**src/rtl/ps2_scancode_rx.sv**
```systemverilog
// ps2_scancode_rx
//
// Receives the PS/2 keyboard device-to-host stream and turns it into key
// events. Both pins are synchronized, and the PS/2 clock is glitch-filtered.
// Each 11-bit frame (start, 8 data LSB-first, odd parity, stop) is
// deserialized and checked. The E0 (extended) and F0 (break) prefixes are
// folded into flags that travel with the next real scan code.
//
// Ports
//   fclk         in   system clock (only clock in the block)
//   rst          in   synchronous reset, active-high
//   clkin        in   raw PS/2 clock pin (asynchronous)
//   datain       in   raw PS/2 data pin (asynchronous)
//   keycode      out  last delivered scan code, held until the next delivery
//   key_valid    out  1-cycle strobe, keycode/key_release/key_extended are new
//   key_release  out  delivered code was preceded by F0
//   key_extended out  delivered code was preceded by E0
//   frame_error  out  1-cycle strobe on parity, stop or timeout error
//
// Frame FSM
//   state    | meaning
//   S_IDLE   | waiting for a start bit (sample 0); a 1 is ignored
//   S_DATA   | shifting in 8 data bits, LSB first
//   S_PARITY | capturing the parity bit
//   S_STOP   | checking stop bit and parity, then back to idle

module ps2_scancode_rx #(
  parameter int FILTER_LEN     = 4,
  parameter int TIMEOUT_CYCLES = 50000
) (
  input  logic       fclk,
  input  logic       rst,
  input  logic       clkin,
  input  logic       datain,
  output logic [7:0] keycode,
  output logic       key_valid,
  output logic       key_release,
  output logic       key_extended,
  output logic       frame_error
);

  localparam int FCW = (FILTER_LEN > 1) ? $clog2(FILTER_LEN) : 1;
  localparam int WDW = $clog2(TIMEOUT_CYCLES + 1);

  typedef enum logic [1:0] {
    S_IDLE   = 2'd0,
    S_DATA   = 2'd1,
    S_PARITY = 2'd2,
    S_STOP   = 2'd3
  } state_t;

  logic           clk_s1, clk_s2;
  logic           dat_s1, dat_s2;
  logic           clk_f, clk_f_d;
  logic [FCW-1:0] flt_cnt;
  logic           fall;

  state_t         state, state_next;
  logic [2:0]     bit_cnt;
  logic [7:0]     shift;
  logic           par_bit;
  logic [WDW-1:0] wd_cnt;
  logic           ext_pend, rel_pend;

  logic           timeout;
  logic           frame_ok;
  logic           frame_bad;

  // Two-flop synchronizers. Idle level of both PS/2 lines is high.
  always_ff @(posedge fclk) begin
    if (rst) begin
      clk_s1 <= 1'b1;
      clk_s2 <= 1'b1;
      dat_s1 <= 1'b1;
      dat_s2 <= 1'b1;
    end else begin
      clk_s1 <= clkin;
      clk_s2 <= clk_s1;
      dat_s1 <= datain;
      dat_s2 <= dat_s1;
    end
  end

  // Clock glitch filter: clk_f follows clk_s2 only after FILTER_LEN
  // consecutive samples that differ from the current filtered level.
  always_ff @(posedge fclk) begin
    if (rst) begin
      clk_f   <= 1'b1;
      clk_f_d <= 1'b1;
      flt_cnt <= '0;
    end else begin
      clk_f_d <= clk_f;
      if (clk_s2 == clk_f) begin
        flt_cnt <= '0;
      end else if (flt_cnt == FCW'(FILTER_LEN - 1)) begin
        clk_f   <= clk_s2;
        flt_cnt <= '0;
      end else begin
        flt_cnt <= flt_cnt + FCW'(1);
      end
    end
  end

  assign fall = clk_f_d & ~clk_f;

  // Next-state logic. A falling edge takes priority over the watchdog, so an
  // edge landing on the timeout cycle keeps the frame alive.
  always_comb begin
    state_next = state;
    timeout    = 1'b0;
    frame_ok   = 1'b0;
    frame_bad  = 1'b0;
    if (fall) begin
      case (state)
        S_IDLE:   if (!dat_s2) state_next = S_DATA;
        S_DATA:   if (bit_cnt == 3'd7) state_next = S_PARITY;
        S_PARITY: state_next = S_STOP;
        S_STOP: begin
          state_next = S_IDLE;
          if (((^shift) ^ par_bit) && dat_s2) frame_ok  = 1'b1;
          else                                frame_bad = 1'b1;
        end
        default:  state_next = S_IDLE;
      endcase
    end else if (state != S_IDLE && wd_cnt == WDW'(TIMEOUT_CYCLES)) begin
      timeout    = 1'b1;
      state_next = S_IDLE;
    end
  end

  always_ff @(posedge fclk) begin
    if (rst) state <= S_IDLE;
    else     state <= state_next;
  end

  // Frame datapath
  always_ff @(posedge fclk) begin
    if (rst) begin
      bit_cnt <= '0;
      shift   <= '0;
      par_bit <= 1'b0;
    end else if (fall) begin
      case (state)
        S_IDLE: bit_cnt <= '0;
        S_DATA: begin
          shift   <= {dat_s2, shift[7:1]};
          bit_cnt <= bit_cnt + 3'd1;
        end
        S_PARITY: par_bit <= dat_s2;
        default: ;
      endcase
    end
  end

  // Watchdog: counts fclk cycles between edges while a frame is open.
  always_ff @(posedge fclk) begin
    if (rst)                           wd_cnt <= '0;
    else if (fall || state == S_IDLE)  wd_cnt <= '0;
    else if (timeout)                  wd_cnt <= '0;
    else                               wd_cnt <= wd_cnt + WDW'(1);
  end

  // Prefix folding and registered outputs
  always_ff @(posedge fclk) begin
    if (rst) begin
      ext_pend     <= 1'b0;
      rel_pend     <= 1'b0;
      keycode      <= 8'h00;
      key_valid    <= 1'b0;
      key_release  <= 1'b0;
      key_extended <= 1'b0;
      frame_error  <= 1'b0;
    end else begin
      key_valid   <= 1'b0;
      frame_error <= frame_bad | timeout;
      if (frame_bad || timeout) begin
        ext_pend <= 1'b0;
        rel_pend <= 1'b0;
      end else if (frame_ok) begin
        if (shift == 8'hE0) begin
          ext_pend <= 1'b1;
        end else if (shift == 8'hF0) begin
          rel_pend <= 1'b1;
        end else begin
          keycode      <= shift;
          key_extended <= ext_pend;
          key_release  <= rel_pend;
          key_valid    <= 1'b1;
          ext_pend     <= 1'b0;
          rel_pend     <= 1'b0;
        end
      end
    end
  end

endmodule

```
**config.mk**
```make
export PLATFORM = sky130hd
export DESIGN_NAME = ps2_scancode_rx
export DESIGN_NICKNAME = d
export VERILOG_FILES = /design/src/rtl/ps2_scancode_rx.sv
export SDC_FILE = /design/constraint.sdc
export NUM_CORES = 1
export LEC_CHECK = 0
export ABC_AREA = 1
export BUFFER_PORTS_ARGS = -buffer_cell sky130_fd_sc_hd__buf_2
export CORE_UTILIZATION = 64
export CTS_BUF_LIST = sky130_fd_sc_hd__clkbuf_16
export CTS_CLUSTER_SIZE = 10
export DETAILED_ROUTE_END_ITERATION = 6
export PLACE_DENSITY = 0.86
export SLEW_MARGIN = 20
export SYNTH_ARGS = -nofsm -noshare
export SYNTH_HDL_FRONTEND = slang
export SYNTH_SLANG_ARGS = --single-unit
```
**constraint.sdc**
```tcl
create_clock -name fclk -period 2.7 [get_ports fclk]
set_input_delay 0.54 -clock fclk [delete_from_list [all_inputs] [get_ports fclk]]
set_output_delay 0.54 -clock fclk [all_outputs]
set_load 0.005 [all_outputs]
```
==> metrics.txt, run 1 <==
Initial Utilization=67.1%; GRT overflow=0; Starting DRT DRC Count=around 130; Total GRT Usage=24.4%; Post-route DRC=0; Slew HR=63.5%; drt pass-1 iters=4; die footprint=4120 µm²; chip width=64.2 µm; #FFs+latches synth=52; Pins Over Slew Limit=0; Leakage Power=1.22 nW; Wirelength per Cell=11.4 µm; Power Density=509 nW/µm²; unrepaired setup endpoints after global routing=no; PortBufs=15; Post-CTS Setup Inserts=0; CP Launch Point=shift[4]$_SDFFE_PP0P_; Post-Syn Nets=between 300 and 400; cell taking the most area after synthesis=dfxtp_1; layout cells sized above 1=13.1%; Min Hold Slack=414 ps; worst-case vdd ir drop=0.000493 V; Routed WL=4550 µm; Yosys warnings=0; number of CTS-inserted buffers=5; CP bufs+invs=2; hold_sp=dat_s1$_SDFF_PP1_; Max FO, Critical Path=22; DP HPWL=3300 µm; Core Region=3690 µm²; pin count of the biggest net entering global routing=23; vias post-DR=2,100; Root Buffer Master=clkbuf_16; final setup violation count=0; first-pass GRT wire length=8050 µm; Synth Instances=336; Avg Cell Area, Syn=roughly 7.4 µm²; Sink Count=52; Ports=16; # diodes=0; Util after Layout=73.8%; vias in the first global route=approximately 2,000; Reg-to-Reg Start=shift[4]$_SDFFE_PP0P_; reg2reg setup slack=640 ps; Worst Hold Class=flop to flop; sequential-to-total area share from yosys stat=42.0%; CTS Hold Bufs=0; max cap viols=0; Via density=5.25; Worst EP required=approximately 2900 ps; FMAX=486 MHz; slowest CP cell=nand4_2; Fin Clk Skew=about 8.0 ps; minimum clock period=roughly 2000 ps; top post-synthesis cells by area=dfxtp_1, nand2_1, nor2_1; antenna viol nets, final=0; CP arrival=2230 ps; Cells after DPL=393; # rows=22; most common cell after layout, fill and taps aside=nand2_1; critical-path cell list=inv_1, ha_1, inv_2, nand2_1, nand3_1, nand2_1, nand2_1, nand2_1, nand4_2, nor2_1, nor2_1; Worst-Margin Slew=547 ps; Distinct cells, synth=33; CTS Buffer Depth=2; CTS tree=yes; Worst Setup End Kind=flop; H-tree levels=2; CP top delay family=simple AND/OR/NAND/NOR gates; TNS Setup=0 ps; P&R area growth vs syn=9.90%; clk slew on worst S/H paths=about 60 ps; post-CTS resize count=0; Design Power=~1.4 mW; Post-Syn Area=2480 µm²; Worst-Skew Late Latency=290 ps; period utilization=76.1%; Setup CP Type=flop to flop; Final Hold Viols=0; cell repeated most along the worst path=nand2_1; crit start category=flop; nets=370; RePlAce Congestion=roughly 0.83; Finished Layout Cells=400; most frequent cells in the layout=nand2_1, nor2_1, dfxtp_1; share of Yosys cell area claimed by the top area cell type=42.0%; Die Ht=64.2 µm; Crit path largest cell delay=between 400 and 500 ps; initial antenna violation count=0; status=finished, final reports clean
[cells by family after synthesis]
group                    Yosys count  share of synthesized area [%]
AND/OR/NAND/NOR                  169                           32.2
flip-flops                        52                           42.0
adder cells (fa/ha/maj)           14                           7.07
buffers and inverters             60                           9.45
AO/OA/AOI/OAI                     38                           8.13
XOR/XNOR                           3                           1.06
[metrics by stage]
step                area, µm²  worst slack [ps]
floorplan                2480              1120
finish                   2720               644
global placement         2580               774
global route             2720               373
CTS                      2720               621
detailed placement       2580               645
[worst reg2reg max path, stage by stage, from the launching register on]
cell	delay, ps
dfxtp_1	360
inv_1	80
ha_1	330
inv_2	40
nand2_1	80
nand3_1	100
nand2_1	70
nand2_1	50
nand2_1	80
nand4_2	430
nor2_1	250
nor2_1	80
[cells in the mapped netlist, drive strengths merged]
cell     n
nand2   64
nor2    60
inv     53
dfxtp   52
a21oi   18
nand3   16
o21ai   16
ha      14
nand4   13
or2      6
buf      5
nor3     4
nor3b    4
a31oi    2
clkbuf   2
o21bai   2
xnor2    2
and2     1
or3      1
xor2     1
[layer usage]
| metal | up-vias | routed length (µm) | GRT usage [%] |
|---|---|---|---|
| met3 | 11 | 222 | 6.25 |
| met5 | - | 0 | 0 |
| met1 | 955 | 2110 | 28.0 |
| met2 | 47 | 2130 | 43.6 |
| li1 | 1087 | - | - |
| met4 | 0 | 80 | 8.61 |
[path summary, 6_finish.rpt]
path         cells after the start                   endpoint
min                              1          dat_s2$_SDFF_PP1_
min reg2reg                      1          dat_s2$_SDFF_PP1_
max reg2reg                     11  key_extended$_SDFFE_PP0P_
max                             11  key_extended$_SDFFE_PP0P_
[state kept, by name (all words and copies together), names as in the netlist, 2 cells and up]
signal / cells
bit_cnt: 3
flt_cnt: 2
keycode: 8
shift: 8
state: 2
wd_cnt: 16
[power by group]
group	internal, mW	switching (mW)	total [mW]
registers	0.770	0.00204	0.772
clock network	0.336	0.260	0.596
logic	0.00617	0.0109	0.0170
[layout make-up]
class / count / area, µm²
clock buffers: 5 / 125
well taps: 48 / 60.1
repair buffers: 16 / 82.6
clock inverters: 2 / 12.5
multi-input cells: 224 / 1200
inverters: 53 / 199
flip-flops and latches: 52 / 1040
fillers: 303 / 967
No activity file was read; power rests on OpenSTA's default activity.
==> run 2: changes to the inputs <==
- ABC_AREA: 1 -> 0
- CORE_UTILIZATION: 64 -> 53
- PLACE_DENSITY: 0.86 -> 0.76
- clock period: 2.7 -> 1.6 ns (I/O delays scaled with it)
==> run 2 against run 1 <==
  * The flow now finishes with violations (negative setup slack)
  * Maximum frequency increased by 13%
  * Sequential share of layout area shrank 6.2 points
  * Wire length rose by 25%
  * Non-clock buffer count is 36 higher
  * Cell area grew 21%
  * Setup slack lost 870 ps
  * Die area increased by 14%
  * Critical path type unchanged
==> metrics.txt, run 2 <==
drt pass-1 iters=4 (unchanged); Post-synth EDFFs=0 (unchanged); Die Ht=68.6 µm (was 64.2 µm); largest family of logic cells by synthesized area=simple AND/OR/NAND/NOR gates (unchanged); number of CTS-inserted buffers=5 (unchanged); post-synthesis async set-or-reset flop share=0% (unchanged); Wirelength per Cell=15.8 µm (was 11.4 µm); top post-synthesis cells by area=dfxtp_1, ha_1, a21oi_1 (was dfxtp_1, nand2_1, nor2_1); Util after Layout=79.8% (was 73.8%); Root Buffer Master=clkbuf_16 (unchanged); Cells after DPL=344 (was 393); Leakage Power=1.15 nW (was 1.22 nW); nets=327 (was 370); final setup violation count=14 (was 0); Worst-Skew Late Latency=290 ps (about the same); initial antenna violation count=0 (unchanged); layout cells sized above 1=39.5% (was 13.1%); Post-Syn Area=2350 µm² (was 2480 µm²); FMAX=548 MHz (was 486 MHz); unrepaired setup endpoints after global routing=yes (was no); Synth Instances=264 (was 336); DP HPWL=3310 µm (was 3300 µm); Top FF cell, synth=dfxtp_1 (unchanged); GRT overflow=0 (unchanged); H-tree levels=2 (unchanged); Worst-Margin Slew=455 ps (was 547 ps); pin count of the biggest net entering global routing=15 (was 23); Ports=16 (unchanged); Worst Hold Class=input port to flop (was flop to flop); status=complete, but fails checks (was finished, final reports clean); Final Hold Viols=0 (unchanged); Reg-to-Reg Start=shift[7]$_SDFFE_PP0P_ (was shift[4]$_SDFFE_PP0P_); post-synthesis mux area share=0.426% (was 0%); cell taking the most area after synthesis=dfxtp_1 (unchanged); #FFs+latches synth=52 (unchanged); Largest register FFs=16 (unchanged); period utilization=114% (was 76.1%); worst hold stages=2 (was 1); RePlAce Congestion=0.788 (was 0.832); Routed WL=5670 µm (was 4550 µm); Post-synth top cells=dfxtp_1, a21oi_1, nand2_1 (was nand2_1, nor2_1, dfxtp_1); Post-Syn Nets=282 (was 354); share of Yosys cell area claimed by the top area cell type=44.3% (was 42.0%); Power Density=716 nW/µm² (was 509 nW/µm²); die footprint=4700 µm² (was 4120 µm²); reg2reg setup slack=-220 ps (was 640 ps); Setup CP Type=flop to flop (unchanged); Avg Cell Area, Syn=8.89 µm² (was 7.37 µm²); Yosys warnings=0 (unchanged); Min Hold Slack=209 ps (was 414 ps); Starting DRT DRC Count=116 (was 134); first-pass GRT wire length=8440 µm (was 8050 µm); sequential-to-total area share from yosys stat=44.3% (was 42.0%); Initial Utilization=57.0% (was 67.1%); Slew HR=69.7% (was 63.5%); CP arrival=2000 ps (was 2230 ps); Post-route DRC=0 (unchanged); XOR/XNOR share of the synthesized area=6.56% (was 1.06%); Worst Setup EP=keycode[3]$_SDFFE_PP0P_ (was key_extended$_SDFFE_PP0P_); Max FO, Critical Path=5 (was 22); minimum clock period=1820 ps (was 2060 ps); biggest regs=wd_cnt: 16 flops, keycode: 8 flops, shift: 8 flops (unchanged); vias post-DR=2,073 (was 2,100); RR Endpoint=keycode[3]$_SDFFE_PP0P_ (was key_extended$_SDFFE_PP0P_); area share of fa/ha/maj cells after synthesis=7.46% (was 7.07%); worst-case vdd ir drop=0.000560 V (was 0.000493 V); Distinct cells, synth=39 (was 33); PortBufs=15 (unchanged); CTS Buffer Depth=2 (unchanged); Total GRT Usage=24.7% (was 24.4%); clk slew on worst S/H paths=70 ps (was 60 ps); most frequent cells in the layout=dfxtp_1, buf_4, nand2_1 (was nand2_1, nor2_1, dfxtp_1); most frequent cell after synthesis=dfxtp_1 (was nand2_1); Worst EP required=1770 ps (was 2880 ps); vias in the first global route=1,812 (was 1,973); crit start category=flop (unchanged); reg2reg path depth=6 (was 11); max cap viols=0 (unchanged); chip width=68.6 µm (was 64.2 µm); Via density=5.77 (was 5.25); TNS Setup=-2500 ps (was 0 ps); Largest Register=wd_cnt (unchanged); CP Launch Point=shift[7]$_SDFFE_PP0P_ (was shift[4]$_SDFFE_PP0P_); Core Region=4120 µm² (was 3690 µm²); # diodes=0 (unchanged); Fin Clk Skew=5.25 ps (was 7.99 ps); Finished Layout Cells=359 (was 400); CTS tree=yes (unchanged); Synth Area in Compound Gates=13.6% (was 8.14%); most common cell after layout, fill and taps aside=dfxtp_1 (was nand2_1); Sink Count=52 (unchanged); Worst Setup End Kind=flop (unchanged); setup ws final=-223 ps (was 644 ps); failing checks=negative setup slack; Layout fillers=247 (was 303); Design Power=2.35 mW (was 1.39 mW); # rows=23 (was 22); antenna viol nets, final=0 (unchanged); Post-Synth Simple-Gate Area=22.7% (was 32.2%); Pins Over Slew Limit=0 (unchanged); P&R area growth vs syn=39.9% (was 9.90%)
run 2: cell types whose count changed after synthesis, sizes merged, moves of 11 or more:
cell | before | now
inv | 53 | 14
nand2 | 64 | 24
nor2 | 60 | 21
o21ai | 16 | 4
o31ai | 0 | 11
run 2: worst min-delay path by stage:
stage | startpoint | endpoint | slack, ps
global placement | clk_s1$_SDFF_PP1_ | clk_s2$_SDFF_PP1_ | 390
finish | clkin | clk_s1$_SDFF_PP1_ | 210
detailed placement | clk_s1$_SDFF_PP1_ | clk_s2$_SDFF_PP1_ | 400
floorplan | clk_s1$_SDFF_PP1_ | clk_s2$_SDFF_PP1_ | 390
CTS | clkin | clk_s1$_SDFF_PP1_ | 210
global route | clkin | clk_s1$_SDFF_PP1_ | 210
run 2: logic make-up (layout without fill, tap and decap cells):
family,after synthesis,count (layout)
muxes,1,1
AOI/OAI and AO/OA,51,51
buffers and inverters,28,73
and+or+nand+nor,102,102
DFF,52,52
adders and majority gates,14,14
xor gates and xnor gates,16,16
run 2: power by group:
group	internal (mW)	switching, mW
clock	0.561	0.459
sequential	1.30	0.00351
combinational	0.0120	0.0186
run 2: cell type report:
type / instances / area, µm² / area share, %
well taps: 50 / 62.6 / 1.90
clock inverters: 2 / 7.51 / 0.229
inverters: 14 / 52.6 / 1.60
repair buffers: 52 / 415 / 12.6
flip-flops and latches: 52 / 1050 / 32.1
clock buffers: 5 / 125 / 3.81
multi-input cells: 184 / 1570 / 47.7
run 2: worst max-delay path, cell delays in order, from the launching register on:
cell,delay [ps]
dfxtp_4,350
ha_4,230
xnor3_2,460
xnor2_4,200
buf_12,170
o31ai_2,190
a21oi_1,100
run 2: timing repair:
item / in CTS / in global routing
setup endpoints to repair: 32 / 43
pin swaps: 20 / 30
gates resized for setup: 29 / 48
hold buffers: 0 / 0
setup buffers: 5 / 3
cloned: 1 / 1
run 2: stage by stage:
step	instance area, µm²	worst slack, ps
detailed placement	2700	-240
finish	3280	-223
floorplan	2400	-84.8
CTS	3050	-205
global placement	2700	-216
global route	3280	-291
run 2: routing by layer:
metal  wire length, µm  share of wire [%]  track usage, %
met5                 0                  0               0
met4               147                2.6            9.64
met3               223                3.9            4.93
met2              2820                 50            40.8
met1              2480                 44            31.3
